$ cat config.mk
export PLATFORM = sky130hd
export DESIGN_NAME = vga_bars
export DESIGN_NICKNAME = d
export VERILOG_FILES = /design/src/rtl/vga_bars.sv
export SDC_FILE = /design/constraint.sdc
export NUM_CORES = 1
export LEC_CHECK = 0
export ABC_AREA = 1
export BUFFER_PORTS_ARGS = -buffer_cell sky130_fd_sc_hd__buf_2
export CAP_MARGIN = 10
export CORE_MARGIN = 2
export CORE_UTILIZATION = 40
export CTS_BUF_LIST = sky130_fd_sc_hd__clkbuf_8
export DETAILED_ROUTE_END_ITERATION = 10
export PLACE_DENSITY_LB_ADDON = 0.15
export SYNTH_ARGS = -nofsm -noshare
export SYNTH_HDL_FRONTEND = slang
export SYNTH_SLANG_ARGS = --single-unit
$ cat constraint.sdc
create_clock -name clk -period 3.3 [get_ports clk]
set_input_delay 0.66 -clock clk [delete_from_list [all_inputs] [get_ports clk]]
set_output_delay 0.66 -clock clk [all_outputs]
set_load 0.01 [all_outputs]
$ cat src/rtl/vga_bars.sv
// VGA timing generator with BARS vertical colour bars. Optional tear-free
// colour latching is enabled by defining VGA_FRAME_LATCH_EN.
module vga_bars #(
  parameter int H_VIS   = 800,
  parameter int H_FP    = 56,
  parameter int H_SYNC  = 120,
  parameter int H_BP    = 64,
  parameter int V_VIS   = 600,
  parameter int V_FP    = 37,
  parameter int V_SYNC  = 6,
  parameter int V_BP    = 23,
  parameter int HS_POL  = 1,
  parameter int VS_POL  = 1,
  parameter int BARS    = 2,
  parameter int CLK_DIV = 1
) (
  input  logic                 clk,
  input  logic                 rst_n,
  input  logic [12*BARS-1:0]   code,
  output logic                 hsync,
  output logic                 vsync,
  output logic [3:0]           red,
  output logic [3:0]           green,
  output logic [3:0]           blue,
  output logic                 active,
  output logic                 frame_start,
  output logic [10:0]          pix_x,
  output logic [9:0]           pix_y
);

  localparam int H_TOTAL = H_VIS + H_FP + H_SYNC + H_BP;
  localparam int V_TOTAL = V_VIS + V_FP + V_SYNC + V_BP;
  localparam int BAR_W   = H_VIS / BARS;

  localparam logic [10:0] X_VIS    = 11'(H_VIS);
  localparam logic [10:0] X_HS_ON  = 11'(H_VIS + H_FP);
  localparam logic [10:0] X_HS_OFF = 11'(H_VIS + H_FP + H_SYNC);
  localparam logic [10:0] X_LAST   = 11'(H_TOTAL - 1);
  localparam logic [10:0] IB_LAST  = 11'(BAR_W - 1);
  localparam logic [9:0]  Y_VIS    = 10'(V_VIS);
  localparam logic [9:0]  Y_VS_ON  = 10'(V_VIS + V_FP);
  localparam logic [9:0]  Y_VS_OFF = 10'(V_VIS + V_FP + V_SYNC);
  localparam logic [9:0]  Y_LAST   = 10'(V_TOTAL - 1);
  localparam logic [3:0]  DIV_LAST = 4'(CLK_DIV - 1);
  localparam logic        HS_ACT   = (HS_POL != 0);
  localparam logic        VS_ACT   = (VS_POL != 0);

  // Timing counters
  logic [3:0]  div_q, div_d;
  logic [10:0] x_q, x_d;
  logic [9:0]  y_q, y_d;
  logic [10:0] inbar_q, inbar_d;
  logic [4:0]  bar_q, bar_d;
  logic        tick;

  // Registered outputs
  logic        hsync_q, vsync_q;
  logic [3:0]  red_q, green_q, blue_q;
  logic        active_q, frame_start_q;
  logic [10:0] pix_x_q;
  logic [9:0]  pix_y_q;

  // Decode of the current counter position
  logic        vis;
  logic        hs_on, vs_on;
  logic [11:0] bar_rgb;
  logic [11:0] rgb_d;
  logic [12*BARS-1:0] code_src;

  assign tick = (div_q == DIV_LAST);

  always_comb begin
    div_d   = tick ? 4'd0 : div_q + 4'd1;
    x_d     = x_q;
    y_d     = y_q;
    inbar_d = inbar_q;
    bar_d   = bar_q;
    if (tick) begin
      if (x_q == X_LAST) begin
        x_d     = '0;
        inbar_d = '0;
        bar_d   = '0;
        y_d     = (y_q == Y_LAST) ? 10'd0 : y_q + 10'd1;
      end else begin
        x_d = x_q + 11'd1;
        // Bar position advances only across the visible span, so bar_q
        // never exceeds BARS.
        if (x_q < X_VIS) begin
          if (inbar_q == IB_LAST) begin
            inbar_d = '0;
            bar_d   = bar_q + 5'd1;
          end else begin
            inbar_d = inbar_q + 11'd1;
          end
        end
      end
    end
  end

  always_ff @(posedge clk or negedge rst_n) begin
    if (!rst_n) begin
      div_q   <= '0;
      x_q     <= '0;
      y_q     <= '0;
      inbar_q <= '0;
      bar_q   <= '0;
    end else begin
      div_q   <= div_d;
      x_q     <= x_d;
      y_q     <= y_d;
      inbar_q <= inbar_d;
      bar_q   <= bar_d;
    end
  end

`ifdef VGA_FRAME_LATCH_EN
  // Colour codes are sampled once per frame, on the last tick of the frame.
  logic [12*BARS-1:0] shadow_q, shadow_d;

  always_comb begin
    shadow_d = shadow_q;
    if (tick && (x_q == X_LAST) && (y_q == Y_LAST)) shadow_d = code;
  end

  always_ff @(posedge clk or negedge rst_n) begin
    if (!rst_n) shadow_q <= '0;
    else        shadow_q <= shadow_d;
  end

  assign code_src = shadow_q;
`else
  assign code_src = code;
`endif

  always_comb begin
    bar_rgb = '0;
    for (int i = 0; i < BARS; i++) begin
      if (bar_q == 5'(i)) bar_rgb = code_src[12*(BARS-i)-1 -: 12];
    end
  end

  always_comb begin
    vis   = (x_q < X_VIS) && (y_q < Y_VIS);
    hs_on = (x_q >= X_HS_ON) && (x_q < X_HS_OFF);
    vs_on = (y_q >= Y_VS_ON) && (y_q < Y_VS_OFF);
    rgb_d = vis ? bar_rgb : 12'h000;
  end

  always_ff @(posedge clk or negedge rst_n) begin
    if (!rst_n) begin
      hsync_q       <= ~HS_ACT;
      vsync_q       <= ~VS_ACT;
      red_q         <= '0;
      green_q       <= '0;
      blue_q        <= '0;
      active_q      <= 1'b0;
      frame_start_q <= 1'b0;
      pix_x_q       <= '0;
      pix_y_q       <= '0;
    end else begin
      // One clk wide even when ticks are several clks apart.
      frame_start_q <= tick && (x_q == 11'd0) && (y_q == 10'd0);
      if (tick) begin
        hsync_q  <= hs_on ? HS_ACT : ~HS_ACT;
        vsync_q  <= vs_on ? VS_ACT : ~VS_ACT;
        red_q    <= rgb_d[11:8];
        green_q  <= rgb_d[7:4];
        blue_q   <= rgb_d[3:0];
        active_q <= vis;
        pix_x_q  <= x_q;
        pix_y_q  <= y_q;
      end
    end
  end

  assign hsync       = hsync_q;
  assign vsync       = vsync_q;
  assign red         = red_q;
  assign green       = green_q;
  assign blue        = blue_q;
  assign active      = active_q;
  assign frame_start = frame_start_q;
  assign pix_x       = pix_x_q;
  assign pix_y       = pix_y_q;

endmodule

Word-level counts from Yosys, hierarchy flattened
Index checks and enable logic that the tools add are counted.

Output and inout port bits: 37. Input bits: 26. Logic and storage cells: 57. Bits in registers: 78.

Equality and inequality tests: 4. Order comparisons: 6. Muxes and demuxes: 14. Add/subtract/negate cells: 5. Reduce and logical (&&, ||, !) cells: 14.

Operator list (number): two-way mux 11 bit (4); two-way mux 12 bit (3); adder 11 x 1 -> 11 bit (second input constant) (2); less-than comparator 11 x 10 -> 1 bit (second input constant) (2); less-than comparator 10 bit (second input constant) (2); two-way mux 5 bit (3); == test 11 bit (second input constant) (1); == test 11 x 9 -> 1 bit (second input constant) (1); greater-or-equal comparator 11 x 10 -> 1 bit (second input constant) (1); logical NOT 11 bit (1); adder 10 x 1 -> 10 bit (second input constant) (1); == test 10 bit (second input constant) (1); greater-or-equal comparator 10 bit (second input constant) (1); logical NOT 10 bit (1); two-way mux 10 bit (1); adder 5 x 1 -> 5 bit (second input constant) (1); == test 5 x 1 -> 1 bit (second input constant) (1); logical AND 1 bit (5); logical NOT 5 bit (1); adder 4 x 1 -> 4 bit (second input constant) (1); logical NOT 4 bit (1); two-way mux 4 bit (1); AND reduction 2 bit (2); nonzero test 2 bit (2); 2 further kinds (3).

Depth between registers and ports, before layout
Gate-level depths: netlist (run 1).

Word-level depth: 4. Gate-level depth with buffers: 10. Mapped depth without buffers: 10.

Least setup slack after synthesis (run 1)
OpenSTA, ideal clock, no wires.

Path type: register to register. Start point: register x_q[0]. End point: register inbar_q[4]. Period minus slack after synthesis: 1.552 ns. Required time: 3.182 ns. Stages on the path, launching flop included: 10. Arrival: 1.433 ns. Library setup time: 0.118 ns. Buffers on the path: 1. Slack: 1.748 ns. Cells stage by stage: dfrtp_1 > ha_1 > nand3_1 > nor2_1 > nand3_4 > nand2_4 > inv_1 > buf_6 > nand2_1 > nand2_1.

Word-level cells in the longest chain between the ends: 3. Elaborated cells between the ends (all ways): 5. Classes of those cells: order compare (1); eq/ne (1); mux (1); reduce/logical (2).

RTL lines: start, declared (line 50) `logic [10:0] x_q, x_d;`; start signal, assigned (line 103) `x_q <= '0;`; start signal, assigned (line 109) `x_q <= x_d;`; less-than comparator 11 x 10 -> 1 bit or == test 11 bit (tied branches) (line 88, 79); nonzero test 2 bit (no line); AND reduction 2 bit (no line); end signal, assigned (line 111) `inbar_q <= inbar_d;`; end, declared (line 52) `logic [10:0] inbar_q, inbar_d;`.

Several ways; a longest one is shown, not always the timed one. A chain may end at the register's enable or synchronous reset.

Worst setup path in the final report (run 1)
Start point: register div_q[0]. End point: register inbar_q[0].

Word-level cells in the longest chain between the ends: 2.

RTL lines: start, declared (line 49) `logic [3:0] div_q, div_d;`; start signal, assigned (line 108) `div_q <= div_d;`; logical NOT 4 bit (line 70) `assign tick = (div_q == DIV_LAST);`; AND reduction 2 bit (no line).

No other way between the ends.

==> metrics.log, run 1 <==
INFO  metric die_h = 107 microns
INFO  metric wire_length_of_the_first_global_routing_pass = ~16,000 microns
INFO  metric cp_slowest_stage_delay = ~440 ps
INFO  metric num_io_pins = 63
INFO  metric powerDensity = 390 mW/mm^2
INFO  metric synth_edf_count = 0
INFO  metric cts_tree = yes
INFO  metric cts_inserted_buffers = 9
INFO  metric core_area = 0.0103 sq mm
INFO  metric final-hold-violation-count = 0
INFO  metric crit_path_top_delay_cell = buf_4
INFO  metric initial_antenna_violation_count = 0
INFO  metric yosys_warnings = 0
INFO  metric data_arrival_at_the_endpoint_of_the_critical_path = 2420 ps
INFO  metric busiest_layer = met2
INFO  metric hold_buffers = 0
INFO  metric track_usage = 17.7%
INFO  metric timing.final.max_slew_violations = 0
INFO  metric grt_util_met2 = 27.6%
INFO  metric criticalPathCategory = register to register
INFO  metric drt-vias-per-instance = 4.88
INFO  metric cts-root-to-sink-buffers = 2
INFO  metric grt.overflow.total = 0
INFO  metric max-vdd-ir-drop = 0.219 mV
INFO  metric synth_top_cell_by_area = dfrtp_1
INFO  metric place.detailed.hpwl = 6830 microns
INFO  metric worstSetupEndpointType = register
INFO  metric required = between 3000 and 4000 ps
INFO  metric reg2reg_depth = 10
INFO  metric postSynthAreaPerCell = 7.50 sq um
INFO  metric final_min_period_over_clock_period = 64.9%
INFO  metric postSynth.topFlopCell = dfrtp_1
INFO  metric fraction_of_final_layout_cells_with_drive_strength_greater_than_1 = between 10% and 20%
INFO  metric timing_worst_slew_pin_value = roughly 1000 ps
INFO  metric synth.cell_area = 0.00427 sq mm
INFO  metric dr_total_vias = 3,714
INFO  metric max-cap-violations = 0
INFO  metric rr_endpoint = inbar_q[0]
INFO  metric cp_num_buf_inv = 3
INFO  metric route.detailed.drc = 0
INFO  metric fp.dieW = 107 microns
INFO  metric hp-class = input port to async pin
INFO  metric ys_top_cells_by_count = nand2_1, dfrtp_1, nand3_1, inv_1, o21ai_0
INFO  metric post_synth_num_cell_types = 29
INFO  metric p_leak = 2.54 nW
INFO  metric placementRows = 37
INFO  metric grt_start_max_net_pins = between 70 and 80
INFO  metric vias_in_the_first_global_route = 3,450
INFO  metric number_of_synthesized_register_bits = 78
INFO  metric async_flop_share = 100%
INFO  metric netlist_instances = 569
INFO  metric holdWs = approximately 470 ps
INFO  metric h_tree_levels = 3
INFO  metric place_congestion = between 0.8 and 0.9
INFO  metric port-buffer-count = 62
INFO  metric cts.sink_count = 78
INFO  metric total_routed_wirelength = between 9000 and 10,000 microns
INFO  metric start_kind = register
INFO  metric setup_viol = 0
INFO  metric cp_cell_sequence = inv_1 > ha_1 > nand2_2 > buf_4 > nor2_1 > nand3_4 > nand2_4 > inv_1 > nand2_1 > nand2_1
INFO  metric netlist_top_cells_area = dfrtp_1, nand2_1, nand3_1
INFO  metric yosysSeqAreaShare = 45.7%
INFO  metric die_area = 0.0115 sq mm
INFO  metric drtPass1Iterations = 5
INFO  metric met1_usage = 25.1%
INFO  metric initialDrtViolationCount = 202
INFO  metric critical_path.max_fanout = between 50 and 60
INFO  metric drt.antenna.violating_nets = 0
INFO  metric fin_tns_setup = 0 ps
INFO  metric cts_resized = 0
INFO  metric setup.reg_to_reg.worst_slack = 1160 ps
INFO  metric clk_transition_reported_paths = 90 ps
INFO  metric ctsRootBufferMaster = clkbuf_8
INFO  metric worst_slew_margin_rel = 34.5%
INFO  metric final_nets = 659
INFO  metric use_met3 = 3.69%
INFO  metric start_util = 41.3%
INFO  metric timing.critical_path.max_delay_family = buffers and inverters
INFO  metric cts_setup_buffers = 0
INFO  metric grt_setup_unrepaired = no
INFO  metric diodes = 0
INFO  metric post-synth-top-area-fraction = 45.7%
INFO  metric status = complete, no violations
INFO  metric r2r-start = div_q[0]
INFO  metric syn_to_final_growth = 14.6%
INFO  metric skew_final = 19.1 ps
INFO  metric per_cell_routed_wire_length = between 10 and 15 microns
INFO  metric post-synth-top-count-cell = nand2_1
INFO  metric worstSkewPairLatency = 350 ps
INFO  metric final_worst_path_period_need = 2140 ps
INFO  metric max_freq = 467 MHz
INFO  metric synth_nets = a little over 600
[area by class of cell]
cell class                      instances  area, sq um
Clock buffer                           10          138
Clock inverter                          5          106
Fill cell                            1046         5430
Inverter                               53          199
Multi-Input combinational cell        416         2000
Sequential cell                        78         1950
Tap cell                              136          170
Timing Repair Buffer                   63          320
[cells by family after synthesis]
logic type / count (synthesis) / synth area share [%]
AOI/OAI and AO/OA: 59 / 7.10
xor gates and xnor gates: 15 / 3.08
adders and majority gates: 12 / 3.52
buffers and inverters: 75 / 7.33
DFF: 78 / 45.7
and+or+nand+nor: 330 / 33.2
[metrics by stage]
step	cell area [sq um]	cells	worst slack, ps	power (mW)	utilization (%)
global route	4890	761	884	1.98	47.4
detailed placement	4650	746	1130	1.04	45.0
CTS	4890	761	1110	1.93	47.4
global placement	4650	746	1190	1.04	45.0
floorplan	4270	569	1750	1.00	-
finish	4890	761	1160	1.91	47.4
[worst register-to-register path: stages (launching register included)]
cell,delay [ps]
dfrtp_1,390
inv_1,60
ha_1,200
nand2_2,70
buf_4,440
nor2_1,170
nand3_4,140
nand2_4,130
inv_1,300
nand2_1,90
nand2_1,70
[power by group]
part           switching [mW]  total (mW)  internal, mW
logic                  0.0352      0.0570        0.0217
clock network           0.362       0.884         0.522
registers             0.00400       0.966         0.962
[cells in the final DEF (no fill, tap or decap), drive strengths merged]
master and instances:
nand2 203, dfrtp 78, buf 63, nand3 58, inv 54, o21ai 47
nor2 46, nand4 13, ha 12, xor2 11, clkbuf 10, a21oi 9
nor3 8, xnor2 4, bufinv 3, nand3b 2, o21a 2, a21boi 1
clkinvlp 1
[state kept, by name, indices dropped and copies added (netlist names)]
signal and count:
hsync 1, pix_y 10, bar_q 5, x_q 11, pix_x 11, green 4
vsync 1, active 1, blue 4, div_q 4, y_q 10, red 4
inbar_q 11, frame_start 1
[routing by layer]
layer	wire length, microns	vias up
li1	-	1917
met1	4670	1709
met2	4460	80
met3	391	8
met4	95	0
met5	0	-
[how the worst max path moves through the flow]
stage / startpoint / cells after the start / slack (ps) / end
6_report: div_q[0] / 10 / 1160 / inbar_q[0]
5_1_grt: div_q[0] / 10 / 880 / inbar_q[4]
4_1_cts: div_q[0] / 10 / 1110 / inbar_q[0]
3_5_place_dp: div_q[0] / 10 / 1130 / inbar_q[3]
3_3_place_gp: div_q[0] / 10 / 1190 / inbar_q[5]
2_1_floorplan: x_q[0] / 9 / 1750 / inbar_q[4]
No activity file was read; power rests on OpenSTA's default activity.
==> inputs of run 2 (changes only) <==
--- a/config.mk
+++ b/config.mk
@@ -5,7 +5,7 @@
 export SDC_FILE = /design/constraint.sdc
 export NUM_CORES = 1
 export LEC_CHECK = 0
-export ABC_AREA = 1
+export ABC_AREA = 0
 export BUFFER_PORTS_ARGS = -buffer_cell sky130_fd_sc_hd__buf_2
 export CAP_MARGIN = 10
 export CORE_MARGIN = 2
==> constraint.sdc (replaced) <==
create_clock -name clk -period 2.1 [get_ports clk]
set_input_delay 0.42 -clock clk [delete_from_list [all_inputs] [get_ports clk]]
set_output_delay 0.42 -clock clk [all_outputs]
set_load 0.01 [all_outputs]
==> run 2 against run 1 <==
The flow now finishes with violations (hold timing, setup timing). Clock power is 53% higher. Total power is 55% higher. Sequential share of layout area is 1.0 points higher. Sequential power is 57% higher. Critical path type unchanged. Critical endpoint is now bar_q[3]. Largest power group unchanged. Highest routed layer unchanged.
==> metrics.log, run 2 <==
INFO  metric status = finished, violations left
INFO  metric violations_in_the_final_reports = hold timing, setup timing
INFO  metric placedInstanceArea = 0.00443 sq mm
INFO  metric dr_total_vias = 3,273
INFO  metric cp_slowest_stage_delay = 590 ps
INFO  metric postSynthAreaPerCell = 9.35 sq um
INFO  metric cts_tree = yes
INFO  metric num_io_pins = 63
INFO  metric data_arrival_at_the_endpoint_of_the_critical_path = ~2300 ps
INFO  metric fraction_of_final_layout_cells_with_drive_strength_greater_than_1 = 25.6%
INFO  metric skew_final = approximately 8.4 ps
INFO  metric dpl_worst_slack = -90.4 ps
INFO  metric core_area = 0.00924 sq mm
INFO  metric initial_antenna_violation_count = 0
INFO  metric async_flop_share = 100%
INFO  metric place.detailed.hpwl = 6460 microns
INFO  metric setup_viol = 1
INFO  metric synth_compound_area_share = 15.1%
INFO  metric route.detailed.drc = 0
INFO  metric post-synth-top-count-cell = nand2_1
INFO  metric drtPass1Iterations = 6
INFO  metric synth_top_cell_by_area = dfrtp_1
INFO  metric cts.sink_count = slightly below 80
INFO  metric final_worst_path_period_need = ~2100 ps
INFO  metric ctsRootBufferMaster = clkbuf_8
INFO  metric netlist_top_cells_area = dfrtp_1, nand2_1, o21ai_0
INFO  metric yosys_warnings = 0
INFO  metric synth_edf_count = 0
INFO  metric cp_num_buf_inv = 1
INFO  metric post_synth_num_cell_types = 45
INFO  metric syn_to_final_growth = 25.5%
INFO  metric worstSetupEndpointType = register
INFO  metric setup.reg_to_reg.worst_slack = -7 ps
INFO  metric powerDensity = 621 mW/mm^2
INFO  metric final_nets = 525
INFO  metric placementRows = 35
INFO  metric port-buffer-count = between 60 and 70
INFO  metric most_common_library_cell_in_the_layout_ignoring_fill_and_taps = nand2_1
INFO  metric post-route-util = between 50% and 60%
INFO  metric final_cell_area = 0.00476 sq mm
INFO  metric busiest_layer = met2
INFO  metric cts_inserted_buffers = 9
INFO  metric use_met3 = 3.11%
INFO  metric worst_slew_margin_rel = 44.6%
INFO  metric max-vdd-ir-drop = 0.273 mV
INFO  metric hold_buffers = 0
INFO  metric diodes = 0
INFO  metric yosysSeqAreaShare = 51.4%
INFO  metric number_of_synthesized_register_bits = 78
INFO  metric initialDrtViolationCount = ~100
INFO  metric timing.critical_path.max_delay_family = simple AND/OR/NAND/NOR gates
INFO  metric met1_usage = 25.0%
INFO  metric netlist_instances = 406
INFO  metric critical_path.most_common_cell = or4_4
INFO  metric hp-class = input port to async pin
INFO  metric drt.antenna.violating_nets = 0
INFO  metric synth_top_family_by_area = simple AND/OR/NAND/NOR gates
INFO  metric fin_tns_setup = -7.43 ps
INFO  metric grt_setup_unrepaired = yes
INFO  metric clk_transition_reported_paths = 80 ps
INFO  metric leading_cell_types_in_the_layout_fill_and_taps_excluded = nand2_1, dfrtp_1, buf_2
INFO  metric max_freq = roughly 470 MHz
INFO  metric final_cell_count_no_fill = 621
INFO  metric path_depth = 5
INFO  metric critical_path.endpoint = bar_q[3]
INFO  metric timing_worst_slew_pin_value = 825 ps
INFO  metric start_util = 41.1%
INFO  metric cp-startpoint = inbar_q[6]
INFO  metric synth_nets = 444
INFO  metric synth.cell_area = approximately 0.0038 sq mm
INFO  metric rr_endpoint = bar_q[3]
INFO  metric criticalPathCategory = register to register
INFO  metric grt.overflow.total = 0
INFO  metric final_min_period_over_clock_period = 100%
INFO  metric reg2reg_depth = 5
INFO  metric synthSimpleGateAreaFrac = 22.4%
INFO  metric start_kind = register
INFO  metric wire_length_of_the_first_global_routing_pass = 14,900 microns
INFO  metric p_leak = 2.31 nW
INFO  metric worstSkewPairLatency = about 350 ps
INFO  metric cts-root-to-sink-buffers = 2
INFO  metric synth.mux.area_fraction = less than 1%
INFO  metric vias_in_the_first_global_route = 3,071
INFO  metric total_routed_wirelength = 9210 microns
INFO  metric die_h = 101 microns
INFO  metric post_synth_xor_area_fraction = 2.77%
INFO  metric postSynth.topFlopCell = dfrtp_1
INFO  metric yosys.area_share.adder = 3.95%
INFO  metric final-hold-violation-count = 8
INFO  metric drt-vias-per-instance = between 5 and 6
INFO  metric required = 2330 ps
INFO  metric die_area = 0.0103 sq mm
INFO  metric fp.dieW = 101 microns
INFO  metric post-synth-top-area-fraction = 51.4%
INFO  metric place.detailed.instances = 600
INFO  metric critical_path.max_fanout = 5
INFO  metric cp_cell_sequence = or4_4 > or4_4 > buf_4 > nor3_1 > o21ai_0
INFO  metric h_tree_levels = 3
INFO  metric filler_cell_count = 857
INFO  metric grt_util_met2 = 29.7%
INFO  metric timing.final.max_slew_violations = 0
INFO  metric r2r-start = inbar_q[6]
INFO  metric holdWs = -9.30 ps
INFO  metric max-cap-violations = 0
INFO  metric crit_path_top_delay_cell = or4_4
INFO  metric place_congestion = 0.812
INFO  metric finalWorstSetupSlack = -7.43 ps
INFO  metric per_cell_routed_wire_length = 14.8 microns
INFO  metric ys_top_cells_by_count = nand2_1, dfrtp_1, o21ai_0, nand3_1, clkbuf_1
INFO  metric track_usage = 18.4%
INFO  metric grt_start_max_net_pins = roughly 50
INFO  metric finalPower = approximately 3.0 mW
## run 2: cell count changes after synthesis, sizes merged, moves of 5 or more
cell    delta
a22oi     +12
a31oi     +10
and3       +7
and4       +5
buf        -6
clkbuf    +12
inv       -40
nand2    -121
nand3     -30
nor2      -35
nor4       +5
o21ai     -11
or3        +8
xor2       -6
## run 2: where the power goes
part / total, mW / switching, mW / internal, mW
registers: 1.52 / 0.00609 / 1.51
logic: 0.0884 / 0.0526 / 0.0359
clock network: 1.35 / 0.568 / 0.786
total: 2.96 / 0.626 / 2.33
## run 2: cell families (layout without fill, tap and decap cells)
kind of cell    count (synthesis)  count (layout)
compound gates                 89              89
simple gates                  173             173
xor+xnor                       12              12
fa+ha+maj                      12              12
buf+inv                        41             127
flops                          78              78
mux                             1               1
## run 2: worst min path at each step
stage | start | to | slack (ps) | depth (start not counted)
after floorplan | rst_n | active | 120 | 0
after global placement | rst_n | pix_x[5] | 390 | 1
after detailed placement | rst_n | pix_x[4] | 390 | 1
after CTS | rst_n | pix_x[4] | 5 | 1
after global routing | rst_n | pix_x[4] | 20 | 1
final | rst_n | pix_x[4] | -9 | 1
## run 2: layout make-up
class                   count  area, sq um  area share (%)
flip-flops and latches     78         1950            41.0
multi-input cells         287         1760            37.0
repair buffers             98          604            12.7
well taps                 129          161            3.39
clock buffers               9          124            2.60
clock inverters             7          113            2.36
inverters                  13         48.8            1.02
## run 2: routing by layer
metal | wire [microns] | up-vias
met1 | 4410 | 1589
met3 | 302 | 10
li1 | - | 1612
met5 | 0 | -
met4 | 133 | 0
met2 | 4370 | 62
## run 2: timing repair
item                                    in CTS  in global routing
endpoints found under the setup margin       3                 30
gates resized for setup                      3                  7
pin swaps                                    0                  6
buffers inserted                             0                  4
gates cloned                                 0                  1
==> inputs of run 3 (changes only) <==
--- a/config.mk
+++ b/config.mk
@@ -13,6 +13,7 @@
 export CTS_BUF_LIST = sky130_fd_sc_hd__clkbuf_8
 export DETAILED_ROUTE_END_ITERATION = 10
 export PLACE_DENSITY_LB_ADDON = 0.15
+export SKIP_LAST_GASP = 1
 export SYNTH_ARGS = -nofsm -noshare
 export SYNTH_HDL_FRONTEND = slang
 export SYNTH_SLANG_ARGS = --single-unit
==> run 3 against run 2 <==
The run still ends with hold timing, setup timing left. Setup slack lost 0.52 ps. Global-route usage stayed put. Clock skew is essentially flat. Maximum frequency barely moved. Register-to-register slack about the same. Sequential power about the same. Critical path depth is the same. Die area unchanged. Non-clock buffer count did not move. Core utilization unchanged. Final cell count did not move. Largest cell class unchanged. Largest power group unchanged. Highest routed layer unchanged.
==> metrics.log, run 3 (synthesis results as in run 2) <==
INFO  metric crit_path_top_delay_cell = or4_4
INFO  metric critical_path.max_fanout = 5
INFO  metric final-hold-violation-count = 7
INFO  metric start_kind = register
INFO  metric setup.reg_to_reg.worst_slack = -8 ps
INFO  metric place_congestion = 0.812
INFO  metric holdWs = -8.83 ps
INFO  metric p_leak = 2.31 nW
INFO  metric dpl_worst_slack = -90.4 ps
INFO  metric power.net_switching = 0.626 mW
INFO  metric cp_cell_sequence = or4_4 > or4_4 > buf_4 > nor3_1 > o21ai_0
INFO  metric finalWorstSetupSlack = -7.96 ps
INFO  metric max_freq = 474 MHz
INFO  metric drt.antenna.violating_nets = 0
INFO  metric final_min_period_over_clock_period = 100%
INFO  metric die_h = 101 microns
INFO  metric initial_antenna_violation_count = 0
INFO  metric placementRows = 35
INFO  metric per_cell_routed_wire_length = between 10 and 15 microns
INFO  metric grt.overflow.total = 0
INFO  metric initialDrtViolationCount = ~110
INFO  metric skew_final = 8.50 ps
INFO  metric combPwrFrac = 3.0%
INFO  metric grt_start_max_net_pins = between 40 and 50
INFO  metric reg2reg_depth = 5
INFO  metric sequentialPowerShare = between 50% and 60%
INFO  metric power.share.clock = 45.7%
INFO  metric h_tree_levels = 3
INFO  metric port-buffer-count = 62
INFO  metric status = finished, violations left
INFO  metric r2r-start = inbar_q[6]
INFO  metric die_area = 0.0103 sq mm
INFO  metric drt-vias-per-instance = ~5.3
INFO  metric max-vdd-ir-drop = 0.272 mV
INFO  metric critical_path.most_common_cell = or4_4
INFO  metric start_util = about two fifths
INFO  metric finalPower = 2.96 mW
INFO  metric final_nets = 525
INFO  metric rr_endpoint = bar_q[3]
INFO  metric data_arrival_at_the_endpoint_of_the_critical_path = around 2300 ps
INFO  metric wire_length_of_the_first_global_routing_pass = 14,900 microns
INFO  metric fin_tns_setup = -7.96 ps
INFO  metric syn_to_final_growth = 25.5%
INFO  metric setup_viol = 1
INFO  metric num_io_pins = 63
INFO  metric cts_inserted_buffers = 9
INFO  metric hp-class = input port to async pin
INFO  metric place.detailed.hpwl = 6460 microns
INFO  metric route.detailed.drc = 0
INFO  metric required = 2330 ps
INFO  metric fraction_of_final_layout_cells_with_drive_strength_greater_than_1 = 25.6%
INFO  metric clk_transition_reported_paths = 80 ps
INFO  metric powerDensity = ~620 mW/mm^2
INFO  metric grt_setup_unrepaired = yes
INFO  metric vias_in_the_first_global_route = 3,073
INFO  metric cellInternalPower = 2.33 mW
INFO  metric leading_cell_types_in_the_layout_fill_and_taps_excluded = nand2_1, dfrtp_1, buf_2
INFO  metric power.switching_fraction = 21.2%
INFO  metric cts-root-to-sink-buffers = 2
INFO  metric max-cap-violations = 0
INFO  metric ctsRootBufferMaster = clkbuf_8
INFO  metric core_area = 0.00924 sq mm
INFO  metric track_usage = 18.4%
INFO  metric violations_in_the_final_reports = hold timing, setup timing
INFO  metric cts.sink_count = 78
INFO  metric dr_total_vias = 3,266
INFO  metric fp.dieW = approximately 100 microns
INFO  metric timing.final.max_slew_violations = 0
INFO  metric final_worst_path_period_need = 2110 ps
INFO  metric cts_tree = yes
INFO  metric drtPass1Iterations = 4
INFO  metric total_routed_wirelength = 9210 microns
INFO  metric worstSetupEndpointType = register
INFO  metric timing_worst_slew_pin_value = between 800 and 900 ps
INFO  metric hold_buffers = 0
INFO  metric worstSkewPairLatency = ~350 ps
INFO  metric criticalPathCategory = register to register
INFO  metric diodes = 0
INFO  metric cp_slowest_stage_delay = 590 ps
INFO  metric most_common_library_cell_in_the_layout_ignoring_fill_and_taps = nand2_1
INFO  metric worst_slew_margin_rel = between 40% and 50%
[run 3: what timing repair did]
action,in CTS,in global routing
pin swaps,0,6
endpoints found under the setup margin,3,31
cloned,0,1
setup buffers,0,4
resized for setup,2,8
[run 3: final cells by class]
class	count	area, sq um
clock inverter	7	113
inverter	13	48.8
fill	857	4480
multi-input combinational	287	1760
sequential	78	1950
clock buffer	9	124
timing repair buffer	98	604
tap	129	161
[run 3: how the worst max path moves through the flow]
stage,end,slack [ps],from,depth (start not counted)
after floorplan,inbar_q[10],20,div_q[0],7
after global placement,x_q[7],10,div_q[1],7
after detailed placement,x_q[7],-90,div_q[1],7
after CTS,x_q[7],-2,div_q[1],7
after global routing,bar_q[4],-30,div_q[0],7
final,bar_q[3],-8,inbar_q[6],5
[run 3: power groups by stage]
stage                     clock network (mW)  logic, mW  registers (mW)
after floorplan                            0     0.0112            1.55
after global routing                    1.44      0.101            1.52
after global placement                     0     0.0911            1.55
final                                   1.35     0.0883            1.52
after CTS                               1.38     0.0916            1.52
after detailed placement                   0     0.0917            1.55
[run 3: per-layer routing]
layer	global-route usage (%)	up-vias	part of all wire [%]
li1	-	1613	-
met1	25.0	1583	48
met2	29.7	60	48
met3	3.11	10	3.3
met4	6.55	0	1.3
met5	0	-	0
[run 3: worst max-delay path: cells and delay by family, from the launching register on]
family                 cells  cell delay [ps]
and+or+nand+nor            3             1320
DFF                        1              390
buffers and inverters      1              170
AOI/OAI and AO/OA          1              110
[run 3: metrics by stage]
step / instances / instance area [sq um] / utilization (%)
final: 621 / 4760 / 51.6
after CTS: 616 / 4680 / 50.6
after floorplan: 406 / 3820 / -
after global placement: 600 / 4430 / 48.0
after global routing: 621 / 4760 / 51.6
after detailed placement: 600 / 4430 / 48.0
